`config.mk`:
```
export PLATFORM = sky130hd
export DESIGN_NAME = msg_fifo_ctrl_flat
export DESIGN_NICKNAME = d
export VERILOG_FILES = /design/src/rtl/msg_fifo_ctrl_if.sv /design/src/rtl/msg_fifo_ctrl.sv /design/src/flat_wrapper.sv
export SDC_FILE = /design/constraint.sdc
export NUM_CORES = 1
export LEC_CHECK = 0
export BUFFER_PORTS_ARGS = -buffer_cell sky130_fd_sc_hd__buf_2
export CAP_MARGIN = 20
export CORE_AREA = 2 2 39 41
export CTS_CLUSTER_SIZE = 14
export DETAILED_ROUTE_END_ITERATION = 8
export DIE_AREA = 0 0 41 43
export PLACE_DENSITY = 0.64
export REMOVE_ABC_BUFFERS = 1
export SLEW_MARGIN = 0
export SYNTH_ARGS = -nofsm -noshare
export SYNTH_HDL_FRONTEND = slang
export SYNTH_SLANG_ARGS = --single-unit
export TNS_END_PERCENT = 50
```
`constraint.sdc`:
```
create_clock -name clk -period 1.8 [get_ports clk]
set_input_delay 0.36 -clock clk [delete_from_list [all_inputs] [get_ports clk]]
set_output_delay 0.36 -clock clk [all_outputs]
set_load 0.01 [all_outputs]
```
`src/rtl/msg_fifo_ctrl_if.sv`:
```
// -----------------------------------------------------------------------------
// msg_fifo_ctrl_if
// Purpose : groups the strobe inputs and the registered status outputs of the
//           message FIFO controller into one bundle.
// Signals :
//   flush, b_next, a_next         -- strobes from the client to the controller
//   b_ptr, a_ptr, fill_count      -- slot pointers and committed-message count
//   not_empty, full               -- level flags
//   overflow, rd_err, ptr_err     -- one-cycle event pulses
// Modports:
//   master -- client side (drives strobes, observes status)
//   slave  -- controller side (msg_fifo_ctrl)
// -----------------------------------------------------------------------------
interface msg_fifo_ctrl_if #(
  parameter int PTR_W = 2
) ();
  logic             flush;
  logic             b_next;
  logic             a_next;
  logic [PTR_W-1:0] b_ptr;
  logic [PTR_W-1:0] a_ptr;
  logic [PTR_W-1:0] fill_count;
  logic             not_empty;
  logic             full;
  logic             overflow;
  logic             rd_err;
  logic             ptr_err;

  modport master (
    output flush, b_next, a_next,
    input  b_ptr, a_ptr, fill_count, not_empty, full, overflow, rd_err, ptr_err
  );

  modport slave (
    input  flush, b_next, a_next,
    output b_ptr, a_ptr, fill_count, not_empty, full, overflow, rd_err, ptr_err
  );
endinterface

```
`src/rtl/msg_fifo_ctrl.sv`:
```
// -----------------------------------------------------------------------------
// msg_fifo_ctrl
// Purpose : pointer/count controller for a ring of DEPTH message slots. The
//           writer fills slot b_ptr and commits it with b_next; the reader
//           consumes slot a_ptr and releases it with a_next. At most DEPTH-1
//           messages are held so the slot being written never aliases a stored
//           message. All outputs are registered.
// Ports   :
//   clk    -- single clock, rising edge
//   reset  -- synchronous active-high reset
//   bus    -- msg_fifo_ctrl_if.slave (strobes in, status/pulses out)
// Parameters:
//   DEPTH      -- number of slots (power of two, 2..16)
//   PTR_W      -- log2(DEPTH)
//   WARN_LEVEL -- fill level at and above which full asserts
//   OVWR       -- 0: drop newest on overflow, 1: overwrite oldest
// Optional feature:
//   MSG_FIFO_CONSISTENCY_CHECK_EN -- when defined, checks every cycle that
//   (b_ptr - a_ptr) mod DEPTH equals fill_count; on mismatch the controller
//   resynchronises to the empty state and pulses ptr_err and overflow.
//   When undefined, ptr_err is tied low.
// -----------------------------------------------------------------------------
module msg_fifo_ctrl #(
  parameter int DEPTH      = 4,
  parameter int PTR_W      = 2,
  parameter int WARN_LEVEL = 3,
  parameter int OVWR       = 0
) (
  input  logic                 clk,
  input  logic                 reset,
  msg_fifo_ctrl_if.slave       bus
);

  localparam logic [PTR_W-1:0] MAX_FILL = PTR_W'(DEPTH - 1);
  localparam logic [PTR_W:0]   WARN_EXT = (PTR_W + 1)'(WARN_LEVEL);
  localparam logic [PTR_W-1:0] ONE      = PTR_W'(1);

  logic [PTR_W-1:0] a_ptr_q, a_ptr_d;
  logic [PTR_W-1:0] b_ptr_q, b_ptr_d;
  logic [PTR_W-1:0] fill_q, fill_d;
  logic             not_empty_q, not_empty_d;
  logic             full_q, full_d;
  logic             overflow_q, overflow_d;
  logic             rd_err_q, rd_err_d;
  logic             mismatch;

`ifdef MSG_FIFO_CONSISTENCY_CHECK_EN
  logic             ptr_err_q;
  // Pointer difference wraps naturally because DEPTH == 2**PTR_W.
  assign mismatch    = ((b_ptr_q - a_ptr_q) != fill_q);
  assign bus.ptr_err = ptr_err_q;
`else
  assign mismatch    = 1'b0;
  assign bus.ptr_err = 1'b0;
`endif

  always_comb begin
    a_ptr_d    = a_ptr_q;
    b_ptr_d    = b_ptr_q;
    fill_d     = fill_q;
    overflow_d = 1'b0;
    rd_err_d   = 1'b0;

    if (mismatch) begin
      // Corrupted bookkeeping: drop everything and restart empty.
      a_ptr_d    = '0;
      b_ptr_d    = '0;
      fill_d     = '0;
      overflow_d = 1'b1;
    end else if (bus.flush) begin
      a_ptr_d = b_ptr_q;
      fill_d  = '0;
    end else begin
      unique case ({bus.a_next, bus.b_next})
        2'b11: begin
          b_ptr_d = b_ptr_q + ONE;
          // When empty there is nothing to release yet; only the commit lands.
          if (fill_q != '0) a_ptr_d = a_ptr_q + ONE;
          else              fill_d  = ONE;
        end
        2'b01: begin
          if (fill_q != MAX_FILL) begin
            b_ptr_d = b_ptr_q + ONE;
            fill_d  = fill_q + ONE;
          end else begin
            overflow_d = 1'b1;
            if (OVWR != 0) begin
              a_ptr_d = a_ptr_q + ONE;
              b_ptr_d = b_ptr_q + ONE;
            end
          end
        end
        2'b10: begin
          if (fill_q != '0) begin
            a_ptr_d = a_ptr_q + ONE;
            fill_d  = fill_q - ONE;
          end else begin
            rd_err_d = 1'b1;
          end
        end
        default: ;
      endcase
    end

    // Flags track the next count so they move on the same edge as fill_count.
    not_empty_d = (fill_d != '0);
    full_d      = ({1'b0, fill_d} >= WARN_EXT);
  end

  always_ff @(posedge clk) begin
    if (reset) begin
      a_ptr_q     <= '0;
      b_ptr_q     <= '0;
      fill_q      <= '0;
      not_empty_q <= 1'b0;
      full_q      <= 1'b0;
      overflow_q  <= 1'b0;
      rd_err_q    <= 1'b0;
    end else begin
      a_ptr_q     <= a_ptr_d;
      b_ptr_q     <= b_ptr_d;
      fill_q      <= fill_d;
      not_empty_q <= not_empty_d;
      full_q      <= full_d;
      overflow_q  <= overflow_d;
      rd_err_q    <= rd_err_d;
    end
  end

`ifdef MSG_FIFO_CONSISTENCY_CHECK_EN
  always_ff @(posedge clk) begin
    if (reset) ptr_err_q <= 1'b0;
    else       ptr_err_q <= mismatch;
  end
`endif

  assign bus.a_ptr      = a_ptr_q;
  assign bus.b_ptr      = b_ptr_q;
  assign bus.fill_count = fill_q;
  assign bus.not_empty  = not_empty_q;
  assign bus.full       = full_q;
  assign bus.overflow   = overflow_q;
  assign bus.rd_err     = rd_err_q;

endmodule

```
`src/flat_wrapper.sv`:
```
// flat-port wrapper written by rule: the top's interface ports become plain ports
module msg_fifo_ctrl_flat 
#(
  parameter int DEPTH      = 4,
  parameter int PTR_W      = 2,
  parameter int WARN_LEVEL = 3,
  parameter int OVWR       = 0
)
  (clk, reset, bus_flush, bus_b_next, bus_a_next, bus_b_ptr, bus_a_ptr, bus_fill_count, bus_not_empty, bus_full, bus_overflow, bus_rd_err, bus_ptr_err);
  msg_fifo_ctrl_if #(.PTR_W(PTR_W)) bus_i ();
  input  logic clk;
  input  logic reset;
  input wire logic [$bits(bus_i.flush)-1:0] bus_flush;
  input wire logic [$bits(bus_i.b_next)-1:0] bus_b_next;
  input wire logic [$bits(bus_i.a_next)-1:0] bus_a_next;
  output wire logic [$bits(bus_i.b_ptr)-1:0] bus_b_ptr;
  output wire logic [$bits(bus_i.a_ptr)-1:0] bus_a_ptr;
  output wire logic [$bits(bus_i.fill_count)-1:0] bus_fill_count;
  output wire logic [$bits(bus_i.not_empty)-1:0] bus_not_empty;
  output wire logic [$bits(bus_i.full)-1:0] bus_full;
  output wire logic [$bits(bus_i.overflow)-1:0] bus_overflow;
  output wire logic [$bits(bus_i.rd_err)-1:0] bus_rd_err;
  output wire logic [$bits(bus_i.ptr_err)-1:0] bus_ptr_err;
  assign bus_i.flush = bus_flush;
  assign bus_i.b_next = bus_b_next;
  assign bus_i.a_next = bus_a_next;
  assign bus_b_ptr = bus_i.b_ptr;
  assign bus_a_ptr = bus_i.a_ptr;
  assign bus_fill_count = bus_i.fill_count;
  assign bus_not_empty = bus_i.not_empty;
  assign bus_full = bus_i.full;
  assign bus_overflow = bus_i.overflow;
  assign bus_rd_err = bus_i.rd_err;
  assign bus_ptr_err = bus_i.ptr_err;
  msg_fifo_ctrl #(.DEPTH(DEPTH), .PTR_W(PTR_W), .WARN_LEVEL(WARN_LEVEL), .OVWR(OVWR)) u_core (.clk(clk), .reset(reset), .bus(bus_i));
endmodule
```
==> results.cfg <==
[setup_path]
crit_fanout = 12
worst_r2r_path_depth = 3
worst_path_class_setup = reg -> out
worst_path_largest_cell_delay_ps = 510
worstSetupStartpointType = flip-flop
crit_cells = 1
slowest_cell_on_the_critical_path = dfxtp_1
timing.critical_path.max_delay_family = flip-flops
end_kind = output pin
worst-endpoint-arrival_ps = 980
timing.reg2reg.setup_slack_ps = 500
timing.critical_path.required_ps = 1440
cp_cell_sequence = buf_2
buf_inv_stages_crit_path = 1

[clock_network]
ctsHtreeMaxLevel = 1
cts_tree = done
path_clk_slew_ps = 70
cts.sinks = 10
tritoncts_buffers = 3
cts-hold-fix-buffers = 0
clk_root_buffer_cell = clkbuf_4
cts-root-to-sink-buffers = 2
worst_skew_pair_later_pin_latency_ps = 270
post_cts_resized = 0
postCtsSetupBuffers = 0

[logic_synthesis]
synthDistinctLibCells = 28
ys_warn_count = 0
syn-instance-count = 59
post_synth_edffs = 0
ys_async_sr_fraction = 0
synth-seq-area-share = 0.409
flip_flop_and_latch_count_after_synthesis = 10
post_synth_instance_area_sq_um = 489
postSynth.topFlopCell = dfxtp_1
syn-mean-instance-area_sq_um = 8.29

[floorplan]
rows = 14
core_area_sq_mm = 0.00138
die_height_microns = 43
die_area_sq_mm = 0.00176
die_width_microns = 41
initial_utilization = 0.354
ios = 16

[sta]
final.setup_skew_ps = 1.92
maxClockFrequency_mhz = 747
final_max_slew_viol_count = 0
fin_tns_setup_ps = 0
fin_ws_ps = 462
post-route-min-period_ps = 1340
finalHoldViolCount = 0
finalSetupViolCount = 0
fin_crit_sh = 0.743
grt_setup_unrepaired = no

[pwr]
ir_worst_vdd_mv = 0.325
clkPwrFrac = 0.414
p_int_uw = 380
switching_power_uw = 123
power.density_mw_per_mm2 = 859
leakagePower_uw = 0.000250
sequentialPowerShare = 0.474
swShare = 0.244
p_comb_frac = 0.112
total_power_uw = 502

[place]
dp_cells = 83
placed_wire_length_estimate_microns = 634
place.gp.congestion = 0.712
numPortBuffers = 14
preCtsSetupSlack_ps = 390

[routing]
drc_errors = 0
drt_first_pass_iters = 3
drt-initial-drc-count = 2
vias = 411
finalWirelength_microns = 857
routed_via_density = 4.72
detail-route-antenna-nets = 0
post_drt_wl_per_cell_microns = 9.85

[global_routing]
grt_remaining_overflow = 0
grt_antenna_before_repair = 0
grt_pass1_vias = 325
grt_first_pass_wirelength_mm = 1.32
grt_usage = 0.119
grt_max_degree = 13

[final_layout]
antenna_cells_inserted = 0
final_cell_mix = 14 x buf_2, 10 x dfxtp_1, 7 x a21oi_1, 5 x nor2_1, 4 x nand2_1
drive_above_1_share = 0.310
regArea_sq_um = 200
multi_input_comb_area_sq_um = 250
area_delta_synth_final_pct = 19.4
nNetsFinal = 77
finish.cell_count_without_fillers = 87
layout.cells.most_common = buf_2
filler_cell_count = 142

[flow_run]
drv_cap = 0

[hold_path]
hold-path-cell-count = 2
hp-class = in -> reg

[status]
status = complete, no violations
## worst paths after layout
kind,end,from
setup / recovery,bus_fill_count[0],u_core.bus.fill_count[0]
hold / removal,u_core.bus.b_ptr[1],reset
setup reg to reg,u_core.bus.b_ptr[1],u_core.bus.fill_count[1]
hold reg to reg,u_core.bus.b_ptr[1],u_core.bus.b_ptr[1]
## metrics by stage
stage / hold WS [ps] / area [sq um] / util
after global placement: 494 / 548 / 0.396
after CTS: 315 / 584 / 0.422
after global routing: 357 / 584 / 0.422
after detailed placement: 497 / 548 / 0.396
after floorplan: 429 / 458 / -
final: 324 / 584 / 0.422
## synthesized netlist by cell type, drive strengths merged (2+ instances only)
| cell type | instances | area (sq um) |
|---|---|---|
| buf | 3 | 20.0 |
| o21a | 2 | 15.0 |
| nor2 | 5 | 18.8 |
| or2 | 2 | 12.5 |
| a21oi | 7 | 35.0 |
| clkbuf | 3 | 11.3 |
| dfxtp | 10 | 200 |
| inv | 2 | 7.51 |
| o21ai | 2 | 10.0 |
| nand2 | 4 | 15.0 |
| nand2b | 2 | 12.5 |
| xnor2 | 2 | 17.5 |
## registers in the layout (all words and copies together) (netlist names)
| register | count |
|---|---|
| u_core.bus.a_ptr | 2 |
| u_core.bus.overflow | 1 |
| u_core.bus.not_empty | 1 |
| u_core.bus.full | 1 |
| u_core.bus.rd_err | 1 |
| u_core.bus.b_ptr | 2 |
| u_core.bus.fill_count | 2 |
## per-layer routing
layer / share of wire / vias up / GRT usage / routed length (microns)
li1: - / 221 / - / -
met1: 0.47 / 182 / 0.133 / 400
met2: 0.48 / 6 / 0.156 / 413
met3: 0.023 / 2 / 0.0314 / 20
met4: 0.026 / 0 / 0.140 / 22
met5: 0 / - / 0 / 0
## kinds of logic after synthesis
kind of cell	share of synthesized area
simple gates	0.256
xor+xnor	0.0358
flops	0.409
mux	0.0230
compound gates	0.189
buf+inv	0.0793
other cells	0.00767
## layout make-up
cell class,instances,area share
flip-flops and latches,10,0.343
inverters,2,0.0128
clock buffers,4,0.0621
repair buffers,14,0.120
multi-input cells,41,0.428
well taps,16,0.0343
## power groups by stage
stage               Clock (uW)  Sequential [uW]  Combinational [uW]
floorplan                    0              246                29.6
global placement             0              243                56.5
detailed placement           0              243                56.9
CTS                        214              238                57.3
global route               220              239                62.9
finish                     208              238                56.5
Note: power is estimated with default switching activity, not from simulation.
